[config.mk]
export PLATFORM = sky130hd
export DESIGN_NAME = mem_io_arbiter_flat
export DESIGN_NICKNAME = d
export VERILOG_FILES = /design/src/rtl/mem_io_arbiter_if.sv /design/src/rtl/mem_io_arbiter.sv /design/src/flat_wrapper.sv
export SDC_FILE = /design/constraint.sdc
export NUM_CORES = 1
export LEC_CHECK = 0
export ABC_AREA = 1
export CORE_MARGIN = 2
export CORE_UTILIZATION = 37
export CTS_CLUSTER_SIZE = 8
export DETAILED_ROUTE_END_ITERATION = 12
export MAX_ROUTING_LAYER = met4
export PLACE_DENSITY = 0.78
export SYNTH_ARGS = -nofsm -noshare
export SYNTH_HDL_FRONTEND = slang
export SYNTH_SLANG_ARGS = --single-unit
export TNS_END_PERCENT = 30
[constraint.sdc]
create_clock -name clk -period 4.78 [get_ports clk]
set_input_delay 1.195 -clock clk [delete_from_list [all_inputs] [get_ports clk]]
set_output_delay 1.195 -clock clk [all_outputs]
set_load 0.005 [all_outputs]
[src/rtl/mem_io_arbiter_if.sv]
// Shared request/grant/ack bundle for the two masters plus the memory/IO bus strobes.
// Latency: none, wires only.
// Backpressure: each master holds req and its fields until its gnt pulse.
interface mem_io_arbiter_if;
    logic        m0_req;
    logic        m0_we;
    logic        m0_re;
    logic [31:0] m0_addr;
    logic [31:0] m0_wdata;
    logic        m0_gnt;
    logic        m0_ack;
    logic [31:0] m0_rdata;

    logic        m1_req;
    logic        m1_we;
    logic        m1_re;
    logic [31:0] m1_addr;
    logic [31:0] m1_wdata;
    logic        m1_gnt;
    logic        m1_ack;
    logic [31:0] m1_rdata;

    logic        bus_MemRead;
    logic        bus_MemWrite;
    logic        bus_ioRead;
    logic        bus_ioWrite;
    logic [31:0] bus_addr;
    logic [31:0] bus_din;
    logic [31:0] bus_dout;

    // Arbiter side: receives requests, drives grants and the shared bus.
    modport slave (
        input  m0_req, m0_we, m0_re, m0_addr, m0_wdata,
        output m0_gnt, m0_ack, m0_rdata,
        input  m1_req, m1_we, m1_re, m1_addr, m1_wdata,
        output m1_gnt, m1_ack, m1_rdata,
        output bus_MemRead, bus_MemWrite, bus_ioRead, bus_ioWrite, bus_addr, bus_din,
        input  bus_dout
    );

    // Requestor / memory side.
    modport master (
        output m0_req, m0_we, m0_re, m0_addr, m0_wdata,
        input  m0_gnt, m0_ack, m0_rdata,
        output m1_req, m1_we, m1_re, m1_addr, m1_wdata,
        input  m1_gnt, m1_ack, m1_rdata,
        input  bus_MemRead, bus_MemWrite, bus_ioRead, bus_ioWrite, bus_addr, bus_din,
        output bus_dout
    );
endinterface

[src/rtl/mem_io_arbiter.sv]
// Two-master arbiter/sequencer for the shared data-memory / memory-mapped-IO port.
// Latency: sampled req to ack is 2 cycles (write, IO read, no-op) or 2+RD_LAT (memory read).
// Backpressure: one transaction in flight; requests wait in IDLE. MEMIO_ARB_PERF_EN adds ack counters.
module mem_io_arbiter #(
    parameter int          RD_LAT    = 1,
    parameter logic [15:0] IO_HI     = 16'hFFFF,
    parameter int          PRIO_MODE = 0
) (
    input  logic            clk,
    input  logic            rst,
    mem_io_arbiter_if.slave bus,
    output logic            busy
`ifdef MEMIO_ARB_PERF_EN
    ,
    output logic [15:0]     perf_m0,
    output logic [15:0]     perf_m1
`endif
);
    typedef enum logic [1:0] {IDLE, ISSUE, WAIT, RESP} state_t;

    state_t      state, state_nxt;
    logic        winner, rr_last;
    logic        lat_we, lat_re, lat_io;
    logic [31:0] lat_addr, lat_wdata;
    logic [31:0] rdata0, rdata1;
    logic [2:0]  wait_cnt;

    logic        pick;
    logic        sel_we, sel_re;
    logic [31:0] sel_addr, sel_wdata;
    logic        capture, is_mem_rd, wait_done;
    logic        rd_load;
    logic [31:0] rd_val;
    logic        ack0, ack1;

    // Winner selection and field mux for the request being sampled in IDLE.
    always_comb begin
        pick = 1'b0;
        if (bus.m0_req && bus.m1_req)
            pick = (PRIO_MODE != 0) ? 1'b0 : ~rr_last;
        else
            pick = ~bus.m0_req;
        sel_we    = pick ? bus.m1_we    : bus.m0_we;
        sel_re    = pick ? bus.m1_re    : bus.m0_re;
        sel_addr  = pick ? bus.m1_addr  : bus.m0_addr;
        sel_wdata = pick ? bus.m1_wdata : bus.m0_wdata;
    end

    assign is_mem_rd = ~lat_we & lat_re & ~lat_io;
    assign wait_done = (wait_cnt == 3'(RD_LAT - 1));
    assign capture   = (state == IDLE) & (bus.m0_req | bus.m1_req);

    // State register; reset drops everything in flight immediately.
    always_ff @(posedge clk or posedge rst) begin
        if (rst) state <= IDLE;
        else     state <= state_nxt;
    end

    // Next state plus all strobes, grants and acks decoded from the current state.
    always_comb begin
        state_nxt        = state;
        bus.bus_MemRead  = 1'b0;
        bus.bus_MemWrite = 1'b0;
        bus.bus_ioRead   = 1'b0;
        bus.bus_ioWrite  = 1'b0;
        bus.m0_gnt       = 1'b0;
        bus.m1_gnt       = 1'b0;
        ack0             = 1'b0;
        ack1             = 1'b0;
        rd_load          = 1'b0;
        rd_val           = lat_re ? bus.bus_dout : 32'd0;
        case (state)
            IDLE: begin
                if (capture) state_nxt = ISSUE;
            end
            ISSUE: begin
                bus.m0_gnt       = ~winner;
                bus.m1_gnt       = winner;
                bus.bus_MemWrite = lat_we & ~lat_io;
                bus.bus_ioWrite  = lat_we & lat_io;
                bus.bus_ioRead   = ~lat_we & lat_re & lat_io;
                bus.bus_MemRead  = is_mem_rd;
                // IO reads and no-ops complete here; writes leave rdata untouched.
                rd_load          = ~lat_we & ~is_mem_rd;
                state_nxt        = is_mem_rd ? WAIT : RESP;
            end
            WAIT: begin
                bus.bus_MemRead = 1'b1;
                if (wait_done) begin
                    rd_load   = 1'b1;
                    state_nxt = RESP;
                end
            end
            RESP: begin
                ack0      = ~winner;
                ack1      = winner;
                state_nxt = IDLE;
            end
            default: state_nxt = IDLE;
        endcase
    end

    // Capture of the winning request, read-latency counter and per-master read data.
    always_ff @(posedge clk or posedge rst) begin
        if (rst) begin
            winner    <= 1'b0;
            rr_last   <= 1'b1;
            lat_we    <= 1'b0;
            lat_re    <= 1'b0;
            lat_io    <= 1'b0;
            lat_addr  <= 32'd0;
            lat_wdata <= 32'd0;
            wait_cnt  <= 3'd0;
            rdata0    <= 32'd0;
            rdata1    <= 32'd0;
        end else begin
            if (capture) begin
                winner    <= pick;
                rr_last   <= pick;
                lat_we    <= sel_we;
                lat_re    <= sel_re;
                lat_io    <= (sel_addr[31:16] == IO_HI);
                lat_addr  <= sel_addr;
                lat_wdata <= sel_wdata;
            end
            if (state == ISSUE)     wait_cnt <= 3'd0;
            else if (state == WAIT) wait_cnt <= wait_cnt + 3'd1;
            if (rd_load && !winner) rdata0 <= rd_val;
            if (rd_load && winner)  rdata1 <= rd_val;
        end
    end

    assign bus.m0_ack   = ack0;
    assign bus.m1_ack   = ack1;
    assign bus.m0_rdata = rdata0;
    assign bus.m1_rdata = rdata1;
    assign bus.bus_addr = lat_addr;
    assign bus.bus_din  = lat_wdata;
    assign busy         = (state != IDLE);

`ifdef MEMIO_ARB_PERF_EN
    // Saturating per-master completion counters.
    always_ff @(posedge clk or posedge rst) begin
        if (rst) begin
            perf_m0 <= 16'd0;
            perf_m1 <= 16'd0;
        end else begin
            if (ack0 && perf_m0 != 16'hFFFF) perf_m0 <= perf_m0 + 16'd1;
            if (ack1 && perf_m1 != 16'hFFFF) perf_m1 <= perf_m1 + 16'd1;
        end
    end
`endif
endmodule

[src/flat_wrapper.sv]
// flat-port wrapper written by rule: the top's interface ports become plain ports
module mem_io_arbiter_flat 
#(
    parameter int          RD_LAT    = 1,
    parameter logic [15:0] IO_HI     = 16'hFFFF,
    parameter int          PRIO_MODE = 0
)
  (clk, rst, busy, bus_m0_req, bus_m0_we, bus_m0_re, bus_m0_addr, bus_m0_wdata, bus_m0_gnt, bus_m0_ack, bus_m0_rdata, bus_m1_req, bus_m1_we, bus_m1_re, bus_m1_addr, bus_m1_wdata, bus_m1_gnt, bus_m1_ack, bus_m1_rdata, bus_bus_MemRead, bus_bus_MemWrite, bus_bus_ioRead, bus_bus_ioWrite, bus_bus_addr, bus_bus_din, bus_bus_dout);
  mem_io_arbiter_if bus_i ();
  input  logic clk;
  input  logic rst;
  output logic busy;
  input wire logic [$bits(bus_i.m0_req)-1:0] bus_m0_req;
  input wire logic [$bits(bus_i.m0_we)-1:0] bus_m0_we;
  input wire logic [$bits(bus_i.m0_re)-1:0] bus_m0_re;
  input wire logic [$bits(bus_i.m0_addr)-1:0] bus_m0_addr;
  input wire logic [$bits(bus_i.m0_wdata)-1:0] bus_m0_wdata;
  output wire logic [$bits(bus_i.m0_gnt)-1:0] bus_m0_gnt;
  output wire logic [$bits(bus_i.m0_ack)-1:0] bus_m0_ack;
  output wire logic [$bits(bus_i.m0_rdata)-1:0] bus_m0_rdata;
  input wire logic [$bits(bus_i.m1_req)-1:0] bus_m1_req;
  input wire logic [$bits(bus_i.m1_we)-1:0] bus_m1_we;
  input wire logic [$bits(bus_i.m1_re)-1:0] bus_m1_re;
  input wire logic [$bits(bus_i.m1_addr)-1:0] bus_m1_addr;
  input wire logic [$bits(bus_i.m1_wdata)-1:0] bus_m1_wdata;
  output wire logic [$bits(bus_i.m1_gnt)-1:0] bus_m1_gnt;
  output wire logic [$bits(bus_i.m1_ack)-1:0] bus_m1_ack;
  output wire logic [$bits(bus_i.m1_rdata)-1:0] bus_m1_rdata;
  output wire logic [$bits(bus_i.bus_MemRead)-1:0] bus_bus_MemRead;
  output wire logic [$bits(bus_i.bus_MemWrite)-1:0] bus_bus_MemWrite;
  output wire logic [$bits(bus_i.bus_ioRead)-1:0] bus_bus_ioRead;
  output wire logic [$bits(bus_i.bus_ioWrite)-1:0] bus_bus_ioWrite;
  output wire logic [$bits(bus_i.bus_addr)-1:0] bus_bus_addr;
  output wire logic [$bits(bus_i.bus_din)-1:0] bus_bus_din;
  input wire logic [$bits(bus_i.bus_dout)-1:0] bus_bus_dout;
  assign bus_i.m0_req = bus_m0_req;
  assign bus_i.m0_we = bus_m0_we;
  assign bus_i.m0_re = bus_m0_re;
  assign bus_i.m0_addr = bus_m0_addr;
  assign bus_i.m0_wdata = bus_m0_wdata;
  assign bus_m0_gnt = bus_i.m0_gnt;
  assign bus_m0_ack = bus_i.m0_ack;
  assign bus_m0_rdata = bus_i.m0_rdata;
  assign bus_i.m1_req = bus_m1_req;
  assign bus_i.m1_we = bus_m1_we;
  assign bus_i.m1_re = bus_m1_re;
  assign bus_i.m1_addr = bus_m1_addr;
  assign bus_i.m1_wdata = bus_m1_wdata;
  assign bus_m1_gnt = bus_i.m1_gnt;
  assign bus_m1_ack = bus_i.m1_ack;
  assign bus_m1_rdata = bus_i.m1_rdata;
  assign bus_bus_MemRead = bus_i.bus_MemRead;
  assign bus_bus_MemWrite = bus_i.bus_MemWrite;
  assign bus_bus_ioRead = bus_i.bus_ioRead;
  assign bus_bus_ioWrite = bus_i.bus_ioWrite;
  assign bus_bus_addr = bus_i.bus_addr;
  assign bus_bus_din = bus_i.bus_din;
  assign bus_i.bus_dout = bus_bus_dout;
  mem_io_arbiter #(.RD_LAT(RD_LAT), .IO_HI(IO_HI), .PRIO_MODE(PRIO_MODE)) u_core (.clk(clk), .rst(rst), .bus(bus_i), .busy(busy));
endmodule
Word level (Yosys, flattened, before mapping)

Cells that the tools add are included.

Register bits after elaboration: 138
Bits of input ports: 168
Output and inout bits: 137
Logic and storage cells: 63

$add $sub $neg: 1
Equality and inequality tests: 6
Multiplexer cells: 22
Bitwise logic cells: 14
Reduce and logical (&&, ||, !) cells: 9

Operators by type and width:

| kind                                                                     | count |
|---|---|
| 32-bit 2-to-1 mux                                                        | 3 |
| 16-bit == test (second input constant)                                   | 1 |
| 1-bit 2-to-1 mux                                                         | 12 |
| 2-bit one-hot mux with 4 select lines                                    | 1 |
| 1-bit AND                                                                | 7 |
| 3-bit 2-to-1 mux                                                         | 2 |
| 1-bit NOT                                                                | 6 |
| 2-bit == test (second input constant)                                    | 2 |
| 2-bit 2-to-1 mux                                                         | 2 |
| 2-bit by 1-bit inequality test with 1-bit output (second input constant) | 2 |
| 1-bit one-hot mux with 2 select lines                                    | 2 |
| 2-bit nonzero test                                                       | 2 |
| 3-bit by 1-bit adder with 3-bit output (second input constant)           | 1 |
| 1-bit logical AND                                                        | 3 |
| 3-bit zero test                                                          | 1 |
| 2-bit by 1-bit == test with 1-bit output (second input constant)         | 1 |
| 2-bit zero test                                                          | 1 |
| 2-bit AND reduction                                                      | 1 |
| 1-bit zero test                                                          | 1 |
| 1-bit bitwise OR                                                         | 1 |

Logic depth before layout (Yosys ltp)

Word-level depth: 7
Gate-level depth with buffers: 12
Gate-level depth less buffers: 11

Worst setup path after synthesis

No wires, ideal clock.

Path kind: flip-flop to output port
From: register u_core.state[1]
To: output bus_bus_MemRead
Arrival time: 1224 ps
Required time: 3585 ps
Slack: 2361 ps
Cell stages (with the launch flop): 6
Path buffers: 1
Path through: dfrtp_1 -> inv_1 -> ha_1 -> clkbuf_1 -> inv_1 -> o22ai_1

Longest elaborated chain between the ends: 2
Elaborated cells between the ends (all ways): 3

Ends and longest elaborated chain:

| what                                                                             | line                 | text |
|---|---|---|
| start: declaration                                                               | mem_io_arbiter.sv:21 | `state_t state, state_nxt;` |
| start signal: assignment                                                         | mem_io_arbiter.sv:56 | `else state <= state_nxt;` |
| 2-bit == test / 2-bit by 1-bit == test with 1-bit output (equally long branches) | mem_io_arbiter.sv:72 | `case (state)` |
| 1-bit one-hot mux with 2 select lines (*)                                        | mem_io_arbiter.sv:72 |  |
| end: declaration                                                                 | flat_wrapper.sv:29   | `output wire logic [$bits(bus_i.bus_MemRead)-1:0] bus_bus_MemRead;` |

Every way passes the cells marked *; elsewhere a longest branch is shown, timed or not.

Worst setup path in the final report

From: register u_core.state[1]
To: output bus_bus_ioRead

Longest elaborated chain between the ends: 2

Ends and longest elaborated chain:

| what                                     | line                 | text |
|---|---|---|
| 2-bit by 1-bit == test with 1-bit output | mem_io_arbiter.sv:72 |  |
| 1-bit 2-to-1 mux                         | mem_io_arbiter.sv:72 |  |
| end: declaration                         | flat_wrapper.sv:31   | `output wire logic [$bits(bus_i.bus_ioRead)-1:0] bus_bus_ioRead;` |

No other way between the ends.

==> flow_summary.toml <==
[outcome]
status = "complete, no violations"

[yosys]
synthArstFlopShare_pct = 100
netlist_instances = 707
ys_ff_latch = 138
synth.top_cell.area_share_pct = 54.6
synthesis.nets = 882
synth_cell_types = 27
synth_edf_count = 0
ys_top_cells_by_area = "dfrtp_1, nand2_1, o21ai_0"
yosysTopAreaCell = "dfrtp_1"
yosys_warnings = 0
yosysSeqAreaShare_pct = 55.0
synthTopCellsByCount = "nand2_1, dfrtp_1, o21ai_0"
yosysMostFrequentCell = "nand2_1"
syn_avg_cell_area_um2 = 8.89
synthFlopType = "dfrtp_1"
syn_area_um2 = 6280

[power_and_ir_drop]
p_per_area_nw_per_um2 = 606
power_leakage_nw = 4.34
vdd_drop_max_mv = 0.250
finalPower_mw = 6.03

[global_route]
grt-ovfl-total = 0
grt_pass1_vias = 5901
antenna_found_initial = 2
grt_max_degree = 71
grt_pass1_wl_um = 30600
track_usage_pct = 22.3

[finish]
nets = 1168
area.growth.synth_to_final_pct = 58.2
final_core_util_pct = 60.0
fin_area_um2 = 9940
drive_gt1_share_pct = 9.64

[sta]
clock.fmax_ghz = 0.295
setup_viol = 0
finalSetupTns_ns = 0
period_minus_slack_ns = 3.39
fin_crit_sh_pct = 70.9
worst_pin_slew_ns = 1.15
clock-skew-final_ns = 0.00947
hold_violations = 0
rsz0062_at_grt = "no"
drv_slew = 0
relSlewSlack_pct = 23.2

[critical_path]
reg2reg_to = "u_core.bus.m0_rdata[22]"
reg2reg_depth = 7
arrival_ns = 2.20
rrSetupSlack_ns = 2.60
endpoint_kind = "primary output"
start_kind = "flop"
r2r-start = "u_core.state[1]"
critPathKind = "flop to primary output"
cp.required_ns = 3.59
worstSetupEndpoint = "bus_bus_ioRead"
worstPathMaxFanout = 6
critPathLaunch = "u_core.state[1]"

[detailed_routing]
route.detailed.drc = 0
wire_per_inst_um = 15.8
firstDrtPassIters = 5
postRouteAntennaNets = 0
wl_um = 19400
num_vias = 5887
initialDrtViolationCount = 363
vias_per_cell = 4.79

[die]
dieArea_um2 = 18000
start_util_pct = 37.9
fp.dieH_um = 134
core_area_um2 = 16600
die_x_um = 134
io_pins = 305
placementRows = 47

[worst_hold_path]
hp-start = "u_core.bus.m0_rdata[7]"
hold_path.class = "flop to flop"

[cts]
cts.sinks = 138
root_buffer = "clkbuf_16"
postCtsSetupRepairBufs = 0
cts_buffers = 17
ctsHoldBuffers = 0
cts_resized = 0
clk_pin_slew_worst_paths_ns = 0.06
clockBufferDepth = 2
htreeDepth = 4
cts_tree = "done"
clock_latency_ns = 0.41

[placement]
place.gp.congestion = 0.818
io_buffers = 304
hpwl_um = 13900
placed_cell_area_um2 = 9380

[run]
max_cap_violations = 0
-- cell usage in the layout (no fill, tap or decap), drive strengths merged, types with 2 or more instances in the layout --
cell           netlist  layout
o22ai                3       3
nor2                67      67
nand3                9       9
clkinv               0       7
clkbuf              17      18
nor3                 2       2
buf                 27       7
diode                0       2
clkdlybuf4s50        0     304
clkinvlp             0       5
a21oi                5       5
a31oi                5       5
o21ai              188     188
dfrtp              137     137
nand2              202     202
ha                   7       7
inv                 35      36
-- worst min path at each step --
stage | endpoint | cells after the start
global route | u_core.bus.m1_rdata[4] | 2
CTS | u_core.bus.m0_rdata[7] | 2
finish | u_core.bus.m0_rdata[7] | 2
floorplan | u_core.lat_io | 2
detailed placement | u_core.bus.m0_rdata[7] | 2
global placement | u_core.bus.m0_rdata[15] | 2
-- cell families after synthesis --
| logic type | count (synthesis) | share of synthesized area [%] |
|---|---|---|
| AO/OA/AOI/OAI | 202 | 19.3 |
| buffers and inverters | 79 | 6.81 |
| flip-flops | 138 | 55.0 |
| adder cells (fa/ha/maj) | 7 | 1.39 |
| AND/OR/NAND/NOR | 281 | 17.5 |
-- layout make-up --
type                    count  area, µm²
diodes                      2       5.00
clock buffers              18        429
clock inverters            14        124
fillers                  1458       6640
inverters                  35        135
multi-input cells         490       2410
flip-flops and latches    138       3450
well taps                 220        275
repair buffers            311       3110
-- routing by layer --
metal	GRT usage [%]	wire length, µm	vias to the layer above
li1	-	-	2881
met1	27.0	7840	2733
met2	35.5	9430	246
met3	7.03	1680	27
met4	7.72	435	0
met5	-	0	-
-- worst max-delay path: stages, from the launching register on --
cell	delay, ns
dfrtp_1	0.43
inv_1	0.13
ha_1	0.23
inv_1	0.13
nor4_1	0.30
clkdlybuf4s50_1	0.57
-- flip-flops by register name (all words and copies together), names as in the netlist --
| name | count |
|---|---|
| u_core.bus.bus_addr | 32 |
| u_core.bus.bus_din | 32 |
| u_core.bus.m0_rdata | 32 |
| u_core.bus.m1_rdata | 32 |
| u_core.lat_io | 1 |
| u_core.lat_re | 1 |
| u_core.lat_we | 1 |
| u_core.rr_last | 1 |
| u_core.state | 2 |
| u_core.wait_cnt | 3 |
| u_core.winner | 1 |
-- per-stage QoR --
step / setup slack, ns / hold WS (ns) / cells
4_1_cts: 1.36 / 0.480 / 1226
2_1_floorplan: 1.86 / 0.472 / 707
3_5_place_dp: 1.43 / 0.466 / 1194
5_1_grt: 1.24 / 0.504 / 1228
3_3_place_gp: 1.51 / 0.464 / 1194
6_report: 1.39 / 0.479 / 1228
-- where the power goes --
group	internal (mW)	total, mW	leakage, nW	switching [mW]
Clock	0.716	1.24	0.262	0.523
Sequential	1.72	2.04	1.73	0.318
Combinational	1.45	2.75	2.35	1.30
Total	3.88	6.03	4.34	2.15
No activity file was read; power rests on OpenSTA's default activity.
